File: src/rtl/pipe_pkg.sv
// Purpose: shared types and constants for the pipeline hazard controller.
// Latency: n/a (declarations only).
// Backpressure: n/a.
package pipe_pkg;
    localparam int REG_NO_W = 5;

    typedef enum logic [1:0] {
        RUN     = 2'd0,
        MD_WAIT = 2'd1,
        MD_WB   = 2'd2
    } state_t;
endpackage

File: src/rtl/sat_counter.sv
// Purpose: up-counter that sticks at all-ones, with synchronous clear.
// Latency: count visible the cycle after inc.
// Backpressure: none; clear has priority over inc.
module sat_counter #(
    parameter int W = 16
) (
    input  logic         clk,
    input  logic         clr,
    input  logic         inc,
    input  logic         clear,
    output logic [W-1:0] cnt
);
    // Count up on inc, hold at all-ones, clear on request.
    always_ff @(posedge clk or posedge clr) begin
        if (clr)
            cnt <= '0;
        else if (clear)
            cnt <= '0;
        else if (inc && (cnt != {W{1'b1}}))
            cnt <= cnt + 1'b1;
    end
endmodule

File: src/rtl/pipe_hazard_ctrl.sv
// Purpose: stall/flush sequencer merging ID hazards with the mul/div handshake and WB port arbitration.
// Latency: all control outputs are combinational in the current cycle; state advances on clk.
// Backpressure: freezes PC/IF-ID (wpcir=0) and bubbles ID->EX on any stall; a mul/div result waits for a free WB slot.
module pipe_hazard_ctrl
    import pipe_pkg::*;
#(
    parameter int STARVE = 4,
    parameter int CNTW   = 16
) (
    input  logic                clk,
    input  logic                clr,
    input  logic                load_depen,
    input  logic                d_jump,
    input  logic                d_bmp,
    input  logic                d_md,
    input  logic [REG_NO_W-1:0] d_rs,
    input  logic [REG_NO_W-1:0] d_rt,
    input  logic                d_use_rs,
    input  logic                d_use_rt,
    input  logic [REG_NO_W-1:0] d_rn,
    input  logic                md_done,
    input  logic                wb_wreg,
    output logic                wpcir,
    output logic                id_bubble,
    output logic                if_flush,
    output logic                md_go,
    output logic                md_busy,
    output logic                md_wsel,
    output logic [REG_NO_W-1:0] md_wrn,
    output logic [CNTW-1:0]     stall_cnt
);
    localparam int SW = $clog2(STARVE + 1);
    localparam logic [SW-1:0] STARVE_MAX = SW'(STARVE);
    localparam logic [SW-1:0] STARVE_M1  = SW'(STARVE - 1);

    state_t        state, state_nxt;
    logic [SW-1:0] starve_cnt;
    logic          starve_inc;
    logic          go_c, wsel_c, busy_c;
    logic          dep, dep_stall, force_bubble, stall;

    // Mode register; reset abandons any outstanding mul/div op.
    always_ff @(posedge clk or posedge clr) begin
        if (clr)
            state <= RUN;
        else
            state <= state_nxt;
    end

    // Destination of the issued mul/div, captured at issue.
    always_ff @(posedge clk or posedge clr) begin
        if (clr)
            md_wrn <= '0;
        else if (go_c)
            md_wrn <= d_rn;
    end

    assign busy_c = (state != RUN);
    assign dep    = busy_c && (md_wrn != '0) &&
                    ((d_use_rs && (d_rs == md_wrn)) || (d_use_rt && (d_rt == md_wrn)));

    // Next state, issue/write-grant and hazard qualification.
    always_comb begin
        state_nxt    = state;
        go_c         = 1'b0;
        wsel_c       = 1'b0;
        dep_stall    = 1'b0;
        force_bubble = 1'b0;
        starve_inc   = 1'b0;
        case (state)
            RUN: begin
                if (d_md && !load_depen) begin
                    go_c      = 1'b1;
                    state_nxt = MD_WAIT;
                end
            end
            MD_WAIT: begin
                dep_stall = dep;
                if (md_done)
                    state_nxt = MD_WB;
            end
            MD_WB: begin
                if (!wb_wreg) begin
                    // Write lands on the falling edge, so ID sees the value now.
                    wsel_c    = 1'b1;
                    state_nxt = RUN;
                end else begin
                    dep_stall    = dep;
                    starve_inc   = (starve_cnt != STARVE_MAX);
                    force_bubble = (starve_cnt == STARVE_M1);
                end
            end
            default: state_nxt = RUN;
        endcase
    end

    assign stall = load_depen || dep_stall || (d_md && busy_c) || force_bubble;

    assign wpcir     = clr || !stall;
    assign id_bubble = !clr && stall;
    assign if_flush  = !clr && (d_jump || d_bmp) && !stall;
    assign md_go     = !clr && go_c;
    assign md_busy   = !clr && busy_c;
    assign md_wsel   = !clr && wsel_c;

    // Cycles the result has waited for WB; held at zero outside MD_WB.
    sat_counter #(.W(SW)) u_starve (
        .clk   (clk),
        .clr   (clr),
        .inc   (starve_inc),
        .clear (state != MD_WB),
        .cnt   (starve_cnt)
    );

    // Frozen-pipeline cycle statistic.
    sat_counter #(.W(CNTW)) u_stall_cnt (
        .clk   (clk),
        .clr   (clr),
        .inc   (!wpcir),
        .clear (1'b0),
        .cnt   (stall_cnt)
    );
endmodule
File: config.mk
export PLATFORM = sky130hd
export DESIGN_NAME = pipe_hazard_ctrl
export DESIGN_NICKNAME = d
export VERILOG_FILES = /design/src/rtl/pipe_pkg.sv /design/src/rtl/sat_counter.sv /design/src/rtl/pipe_hazard_ctrl.sv
export SDC_FILE = /design/constraint.sdc
export NUM_CORES = 1
export LEC_CHECK = 0
export CAP_MARGIN = 40
export CORE_MARGIN = 2
export CORE_UTILIZATION = 45
export CTS_CLUSTER_DIAMETER = 60
export CTS_CLUSTER_SIZE = 30
export DETAILED_ROUTE_END_ITERATION = 8
export GPL_ROUTABILITY_DRIVEN = 0
export PLACE_DENSITY = 0.8
export SYNTH_ARGS = -nofsm -noshare
export SYNTH_HDL_FRONTEND = slang
export SYNTH_SLANG_ARGS = --single-unit
export TNS_END_PERCENT = 5
File: constraint.sdc
create_clock -name clk -period 2.7 [get_ports clk]
set_input_delay 0.675 -clock clk [delete_from_list [all_inputs] [get_ports clk]]
set_output_delay 0.675 -clock clk [all_outputs]
set_load 0.02 [all_outputs]
Word level (Yosys, flattened, before mapping)

Cells that the tools add are included.

Flip-flop bits (word level): 26
Input bits: 25
Output and inout bits: 27
Logic and storage cells: 63

Add/sub/neg operators: 2
Equality and inequality tests: 12
Multiplexer cells: 16
Reduce and logical (&&, ||, !) cells: 29

Operators by type and width:

| cell                    | count |
|---|---|
| $add A16 B1 Y16 const B | 1 |
| $ne A16 B16 Y1 const B  | 1 |
| $logic_and A1 B1 Y1     | 14 |
| $eq A5 B5 Y1            | 2 |
| $mux W1                 | 9 |
| $ne A2 B2 Y1 const B    | 4 |
| $logic_or A1 B1 Y1      | 6 |
| $mux W2                 | 3 |
| $mux W3                 | 2 |
| $ne A3 B3 Y1 const B    | 2 |
| $pmux W2 S3             | 1 |
| $reduce_bool A5 Y1      | 1 |
| $logic_not A1 Y1        | 4 |
| $reduce_bool A2 Y1      | 2 |
| $add A3 B1 Y3 const B   | 1 |
| $eq A3 B2 Y1 const B    | 1 |
| $reduce_and A3 Y1       | 1 |
| $eq A2 B1 Y1 const B    | 1 |
| $eq A2 B2 Y1 const B    | 1 |
| $logic_not A2 Y1        | 1 |
| $pmux W1 S2             | 1 |

Logic depth before layout (Yosys ltp)

Gate-level depths: netlist of the first run.

Word-level depth: 13
Depth in mapped cells: 10
Depth with buffers taken out: 8

Hierarchy

From an unflattened synthesis of the first run, not the netlist that was laid out.

Cell total of the unflattened synthesis: 186
Area, all modules: 1719.1 µm²

By module, submodules not included:

| module                    | times used | cells an instance | area an instance (µm²) |
|---|---|---|---|
| sat_counter (u_stall_cnt) | 1          | 101               | 932.1 |
| pipe_hazard_ctrl          | 1          | 69                | 599.3 |
| sat_counter (u_starve)    | 1          | 16                | 187.7 |

Least setup slack after synthesis of the first run

No wires, ideal clock.

Path kind: register to output
Start: register md_wrn[1]
End: output port if_flush
Arrival: 2.192 ns
Data required time: 2.025 ns
Setup slack: -0.167 ns
Cell stages (with the launch flop): 6
Buffers on the path: 0
Cell sequence: dfrtp_1 or4_1 o221a_2 a21oi_1 nor2_1 nor4b_1

Word-level cells in the longest chain between the ends: 11
Elaborated cells on any way between the ends: 15
Classes of those cells: 2 x eq/ne; 2 x mux; 11 x reduce/logical

Ends and longest elaborated chain:

| what                                 | line                    | RTL |
|---|---|---|
| start: declaration                   | pipe_hazard_ctrl.sv:29  | `output logic [REG_NO_W-1:0] md_wrn,` |
| start signal: assignment             | pipe_hazard_ctrl.sv:55  | `md_wrn <= d_rn;` |
| $eq A5 B5 Y1                         | pipe_hazard_ctrl.sv:60  | `((d_use_rs && (d_rs == md_wrn)) \|\| (d_use_rt && (d_rt == md_wrn)));` |
| $logic_and A1 B1 Y1                  | pipe_hazard_ctrl.sv:60  |  |
| $logic_or A1 B1 Y1                   | pipe_hazard_ctrl.sv:60  |  |
| $logic_and A1 B1 Y1 (*)              | pipe_hazard_ctrl.sv:59  | `assign dep = busy_c && (md_wrn != '0) &&` |
| $mux W1                              | pipe_hazard_ctrl.sv:83  | `if (!wb_wreg) begin` |
| $pmux W1 S2 (*)                      | pipe_hazard_ctrl.sv:70  | `case (state)` |
| $logic_or A1 B1 Y1 (*) (3 in series) | pipe_hazard_ctrl.sv:97  | `assign stall = load_depen \|\| dep_stall \|\| (d_md && busy_c) \|\| force_bubble;` |
| $logic_not A1 Y1 (*)                 | pipe_hazard_ctrl.sv:101 | `assign if_flush = !clr && (d_jump \|\| d_bmp) && !stall;` |
| $logic_and A1 B1 Y1 (*)              | pipe_hazard_ctrl.sv:101 |  |
| end: declaration                     | pipe_hazard_ctrl.sv:25  | `output logic if_flush,` |

Mark *: on every way between the ends. The rest lies on a longest branch, timed or not.

Final worst setup path of the first run

Ends and elaborated chain as after synthesis.

==> impl_metrics.yaml, run 1 <==
clock_tree:
  clock-root-buffer: "clkbuf_4"
  cts_tree: "yes"
  cts_buffers: 3
  htreeDepth: 1
  ctsHoldBuffers: 0
  cts_sinks: 26
  clk_pin_slew_worst_paths_ns: 0.14
  clock_path_buffers: 2
  clkLatencyLatePin_ns: 0.32
yosys:
  ys_seq_area_frac: 0.434
  syn_nets: 176
  synth.top_cell.area_share: 0.434
  syn_avg_cell_area_sq_um: 10.5
  synth_area_leaders: "dfrtp_1 (43%), xnor2_1 (15%), ha_1 (6.7%)"
  yosys.area.top_type: "dfrtp_1"
  synth-main-ff-cell: "dfrtp_1"
  ys_ff_latch: 26
  synth.cell_area_sq_um: 1500
  synth_edf_count: 0
  synth_cell_type_count: 36
  yosys_warnings: 0
  async_reset_ff_frac: 1.00
  syn-instance-count: 143
worst_setup_path:
  cp_max_fo: 3
  start_kind: "flop"
  end_kind: "output pin"
  required_ns: 2.03
  path_class: "flop to output pin"
  cp.arrival_ns: 2.17
outcome:
  violations: "negative setup slack"
  status: "finished with violations"
cells_and_area:
  syn2layout_area_growth_pct: 51.2
  final-seq-area_sq_um: 651
  fin_cells: 258
  fin_area_sq_um: 2260
  fill_cells: 245
  final_util: 0.730
  nets: 248
  multiInputGateArea_sq_um: 847
  mostFrequentLayoutCells: "clkdlybuf4s50_1 (34), dfrtp_1 (26), xnor2_1 (24)"
  diodes: 0
  layout_commonest_cell: "clkdlybuf4s50_1"
  drive_gt1_frac: 0.196
global_route:
  use_met3: 0.0393
  overflow: 0
  use_met2: 0.406
  use_met1: 0.251
  antenna_found_initial: 0
  grt_pass1_vias: 1359
  grt-busiest-layer: "met2"
  grt_max_degree: 27
  track_usage: 0.216
  grt_pass1_wl_mm: 6.08
die:
  start_util: 0.483
  die_h_microns: 61.7
  die-area_sq_um: 3810
  design.core.area_sq_um: 3100
  pin_count: 52
  die-width_microns: 61.7
  core.rowCount: 20
placed_design:
  dpl_cell_area_sq_um: 2180
  dpl.cell_count: 252
  port_buffers: 51
  dp_hpwl_mm: 2.92
timing:
  setup_ws_ns: -0.142
  maxSlewHeadroom: 0.554
  setup_tns_ns: -0.145
  worst_slew_pin_slew_ns: 0.665
  final-setup-viol-count: 2
  hold_slack_ns: 0.516
  fmax_mhz: 352
  hold_violations: 0
  period_needed_ns: 2.84
  slew_violations: 0
  skew_ns: 0.00598
  rsz0062_at_grt: "yes"
  min_period_over_period: 1.05
routing:
  ant_nets: 0
  drc_errors: 0
  wl_per_cell_microns: 15.1
  via_per_inst: 5.23
  first_pass_iters: 4
  vias: 1350
  routed_wl_mm: 3.89
  drt_iter0_markers: 54
power_and_ir_drop:
  p_per_area_nw_per_um2: 784
  power.leakage_nw: 1.02
  irDropWorstVdd_uv: 377
job:
  drv_cap: 0
hold_path:
  hold_class: "flop to flop"
per-stage QoR:
stage / power [mW] / setup slack (ns)
3_3_place_gp: 1.43 / -0.564
6_report: 1.78 / -0.142
5_1_grt: 1.89 / -0.198
2_1_floorplan: 1.06 / -0.0615
3_5_place_dp: 1.48 / -0.634
4_1_cts: 1.76 / -0.117
layout make-up:
| cell class | instances | area share |
|---|---|---|
| clock buffers | 3 | 0.00994 |
| clock inverters | 1 | 0.0133 |
| inverters | 9 | 0.0149 |
| multi-input cells | 105 | 0.374 |
| flip-flops and latches | 26 | 0.287 |
| well taps | 44 | 0.0243 |
| repair buffers | 70 | 0.276 |
logic make-up (layout without fill, tap and decap cells):
kind of cell	after synthesis	count (layout)	share of synthesized area
and+or+nand+nor	50	50	0.187
xor gates and xnor gates	26	26	0.152
DFF	26	26	0.434
AOI/OAI and AO/OA	14	14	0.0719
buffers and inverters	12	83	0.0359
adders and majority gates	8	8	0.0668
muxes	7	7	0.0518
power by group:
part           switching (mW)  internal, mW  total, mW
registers               0.100         0.487      0.587
clock network           0.114         0.150      0.264
logic                   0.441         0.484      0.924
total                   0.655          1.12       1.78
flip-flops by register name (all words and copies together) (netlist names):
signal / cells
u_starve.cnt: 3
u_stall_cnt.cnt: 16
state: 2
md_wrn: 5
cell usage after synthesis (all sizes together) (3+ instances only):
master	n
nand4	10
dfrtp	26
xnor2	25
nor2	7
a21oi	4
nand3	8
and2	3
ha	8
mux2	6
and3	6
inv	9
nand2	6
final timing paths:
check                                                     start                               to  slack (ns)  depth (start not counted)
max in group asynchronous                                   clr   u_stall_cnt.cnt[2]$_DFFE_PP0P_        1.59                          3
worst min-delay path            u_stall_cnt.cnt[10]$_DFFE_PP0P_  u_stall_cnt.cnt[10]$_DFFE_PP0P_        0.52                          1
worst max register to register             state[0]$_DFFE_PP0P_   u_stall_cnt.cnt[1]$_DFFE_PP0P_        0.54                          9
worst min register to register  u_stall_cnt.cnt[10]$_DFFE_PP0P_  u_stall_cnt.cnt[10]$_DFFE_PP0P_        0.52                          1
worst max-delay path                      md_wrn[1]$_DFFE_PP0P_                         if_flush       -0.14                          6
min in group asynchronous                                   clr   u_stall_cnt.cnt[4]$_DFFE_PP0P_        0.87                          3
what timing repair did:
item | CTS | global route
endpoints found under the setup margin | 6 | 3
resized for setup | 35 | 4
pin swaps | 11 | 1
gates cloned | 0 | 0
setup buffers | 2 | 0
layer usage:
metal / vias up / wire length (microns)
met1: 650 / 1510
li1: 641 / -
met2: 54 / 2040
met5: - / 0
met4: 0 / 46
met3: 5 / 300
worst max-delay path, cell delays in order, from the launching register on:
cell	delay, ns
dfrtp_1	0.40
or4_4	0.55
o221a_4	0.26
a21oi_4	0.14
nor2_2	0.06
nor4b_2	0.24
buf_4	0.19
Note: power is estimated with default switching activity, not from simulation.
==> inputs of run 2 (changes only) <==
--- a/config.mk
+++ b/config.mk
@@ -6,6 +6,7 @@
 export NUM_CORES = 1
 export LEC_CHECK = 0
 export CAP_MARGIN = 40
+export CORE_ASPECT_RATIO = 1.5
 export CORE_MARGIN = 2
 export CORE_UTILIZATION = 45
 export CTS_CLUSTER_DIAMETER = 60
==> constraint.sdc (replaced) <==
create_clock -name clk -period 3.25 [get_ports clk]
set_input_delay 0.8125 -clock clk [delete_from_list [all_inputs] [get_ports clk]]
set_output_delay 0.8125 -clock clk [all_outputs]
set_load 0.02 [all_outputs]
==> run 2 against run 1 <==
The flow still finishes with violations (negative setup slack); critical path type is now input port to output pin; worst setup slack gained 0.13 ns; global-route usage shrank 1.8 points; die area grew 0.25%; design area shrank 4.1%; via count shrank 4.2%; clock power shrank 22%; register-to-register slack gained 0.53 ns.
==> impl_metrics.yaml, run 2 (same netlist as run 1, synthesis figures left out) <==
timing:
  skew_ns: 0.00386
  maxSlewHeadroom: 0.615
  setup_ws_ns: -0.0152
  fmax_mhz: 306
  hold_violations: 0
  worst_slew_pin_slew_ns: 0.574
  final-setup-viol-count: 1
  hold_slack_ns: 0.511
  period_needed_ns: 3.27
  min_period_over_period: 1.00
  slew_violations: 0
  rsz0062_at_grt: "yes"
clock_tree:
  cts_buffers: 3
  clock_path_buffers: 2
  postCtsSetupBuffers: 0
  clkLatencyLatePin_ns: 0.27
  cts_sinks: 26
  htreeDepth: 1
  ctsHoldBuffers: 0
  clock-root-buffer: "clkbuf_8"
  cts_tree: "yes"
  clk_pin_slew_worst_paths_ns: 0.09
outcome:
  violations: "negative setup slack"
  status: "finished with violations"
worst_setup_path:
  worst_path_max_delay_cell: "clkdlybuf4s50_1"
  required_ns: 2.44
  path_cells: "clkdlybuf4s50_1, xnor2_1, nand4_1, o22ai_2, nand2_1, o31ai_2, inv_1, clkdlybuf4s15_2"
  worst-path-buf-inv: 3
  end_kind: "output pin"
  cpLargestDelayFamily: "buffers and inverters"
  cp.arrival_ns: 2.45
  path_class: "input port to output pin"
  start_kind: "input port"
  cp_max_fo: 3
  slowest_delay_ns: 0.48
routing:
  first_pass_iters: 4
  drc_errors: 0
  vias: 1293
  ant_nets: 0
  via_per_inst: 5.28
  wl_per_cell_microns: 14.5
  routed_wl_mm: 3.56
  drt_iter0_markers: 19
power_and_ir_drop:
  irDropWorstVdd_uv: 471
  power.leakage_nw: 0.933
  p_per_area_nw_per_um2: 644
hold_path:
  hold_class: "flop to flop"
placed_design:
  dpl.cell_count: 241
  dp_hpwl_mm: 2.75
  port_buffers: 51
cells_and_area:
  regMostFlops: "u_stall_cnt.cnt"
  final-seq-area_sq_um: 651
  nets: 239
  syn2layout_area_growth_pct: 44.9
  fin_cells: 245
  diodes: 0
  layout_commonest_cell: "clkdlybuf4s50_1"
  multiInputGateArea_sq_um: 805
  drive_gt1_frac: 0.132
  fill_cells: 245
  mostFrequentLayoutCells: "clkdlybuf4s50_1 (48), dfrtp_1 (26), xnor2_1 (25)"
  top_regs: "u_stall_cnt.cnt x16, md_wrn x5, u_starve.cnt x3"
  largest_register_ff_count: 16
die:
  die_h_microns: 74.7
  die-area_sq_um: 3820
  pin_count: 52
  start_util: 0.474
  design.core.area_sq_um: 3160
  die-width_microns: 51.1
  core.rowCount: 25
global_route:
  antenna_found_initial: 0
  grt_pass1_vias: 1377
  overflow: 0
  track_usage: 0.198
  grt_max_degree: 27
  grt_pass1_wl_mm: 5.78
job:
  drv_cap: 0
[run 2: timing repair]
item | 4_1_cts | 5_1_grt
pin swaps | 1 | 0
endpoints found under the setup margin | 3 | 3
resized for setup | 12 | 1
[run 2: metal layers]
metal / vias to the layer above / GRT usage / wire [microns]
li1: 621 / - / -
met1: 615 / 0.209 / 1430
met2: 50 / 0.374 / 1810
met3: 7 / 0.0278 / 233
met4: 0 / 0.111 / 81
met5: - / 0 / 0
[run 2: path summary, 6_finish.rpt]
path                                                       from                         endpoint  slack, ns  depth (start not counted)
worst max-delay path                                    d_rt[0]                            wpcir      -0.02                          8
max in group asynchronous                                   clr            md_wrn[3]$_DFFE_PP0P_       1.90                          3
min in group asynchronous                                   clr      u_starve.cnt[2]$_DFFE_PP0P_       1.10                          3
worst min-delay path            u_stall_cnt.cnt[14]$_DFFE_PP0P_  u_stall_cnt.cnt[14]$_DFFE_PP0P_       0.51                          1
worst min register to register  u_stall_cnt.cnt[14]$_DFFE_PP0P_  u_stall_cnt.cnt[14]$_DFFE_PP0P_       0.51                          1
worst max register to register            md_wrn[1]$_DFFE_PP0P_   u_stall_cnt.cnt[1]$_DFFE_PP0P_       1.07                          6
[run 2: metrics by stage]
step | utilization | setup TNS, ns | cell area (sq um) | worst slack (ns) | total power, mW
floorplan | - | 0 | 1500 | 0.213 | 0.883
global placement | 0.669 | -0.945 | 2110 | -0.343 | 1.17
detailed placement | 0.669 | -1.14 | 2110 | -0.417 | 1.19
CTS | 0.689 | 0 | 2180 | 0.00337 | 1.41
global route | 0.687 | -0.0773 | 2170 | -0.0582 | 1.48
finish | 0.687 | -0.0152 | 2170 | -0.0152 | 1.40
[run 2: where the power goes]
| part | leakage, nW | internal, mW | switching, mW |
|---|---|---|---|
| combinational | 0.565 | 0.365 | 0.329 |
| sequential | 0.339 | 0.405 | 0.0910 |
| clock | 0.0288 | 0.108 | 0.0984 |
[run 2: layout make-up]
cell class / count / area share
clock buffer: 4 / 0.0254
inverter: 9 / 0.0156
multi-input combinational: 105 / 0.371
sequential: 26 / 0.300
tap: 40 / 0.0231
timing repair buffer: 61 / 0.266
[run 2: worst reg2reg max path, stage by stage (launching register included)]
cell and delay (ns):
dfrtp_1 0.38, or4_1 0.55, o221a_2 0.28, buf_4 0.13
and3b_1 0.16, a21o_4 0.28, mux2_2 0.29
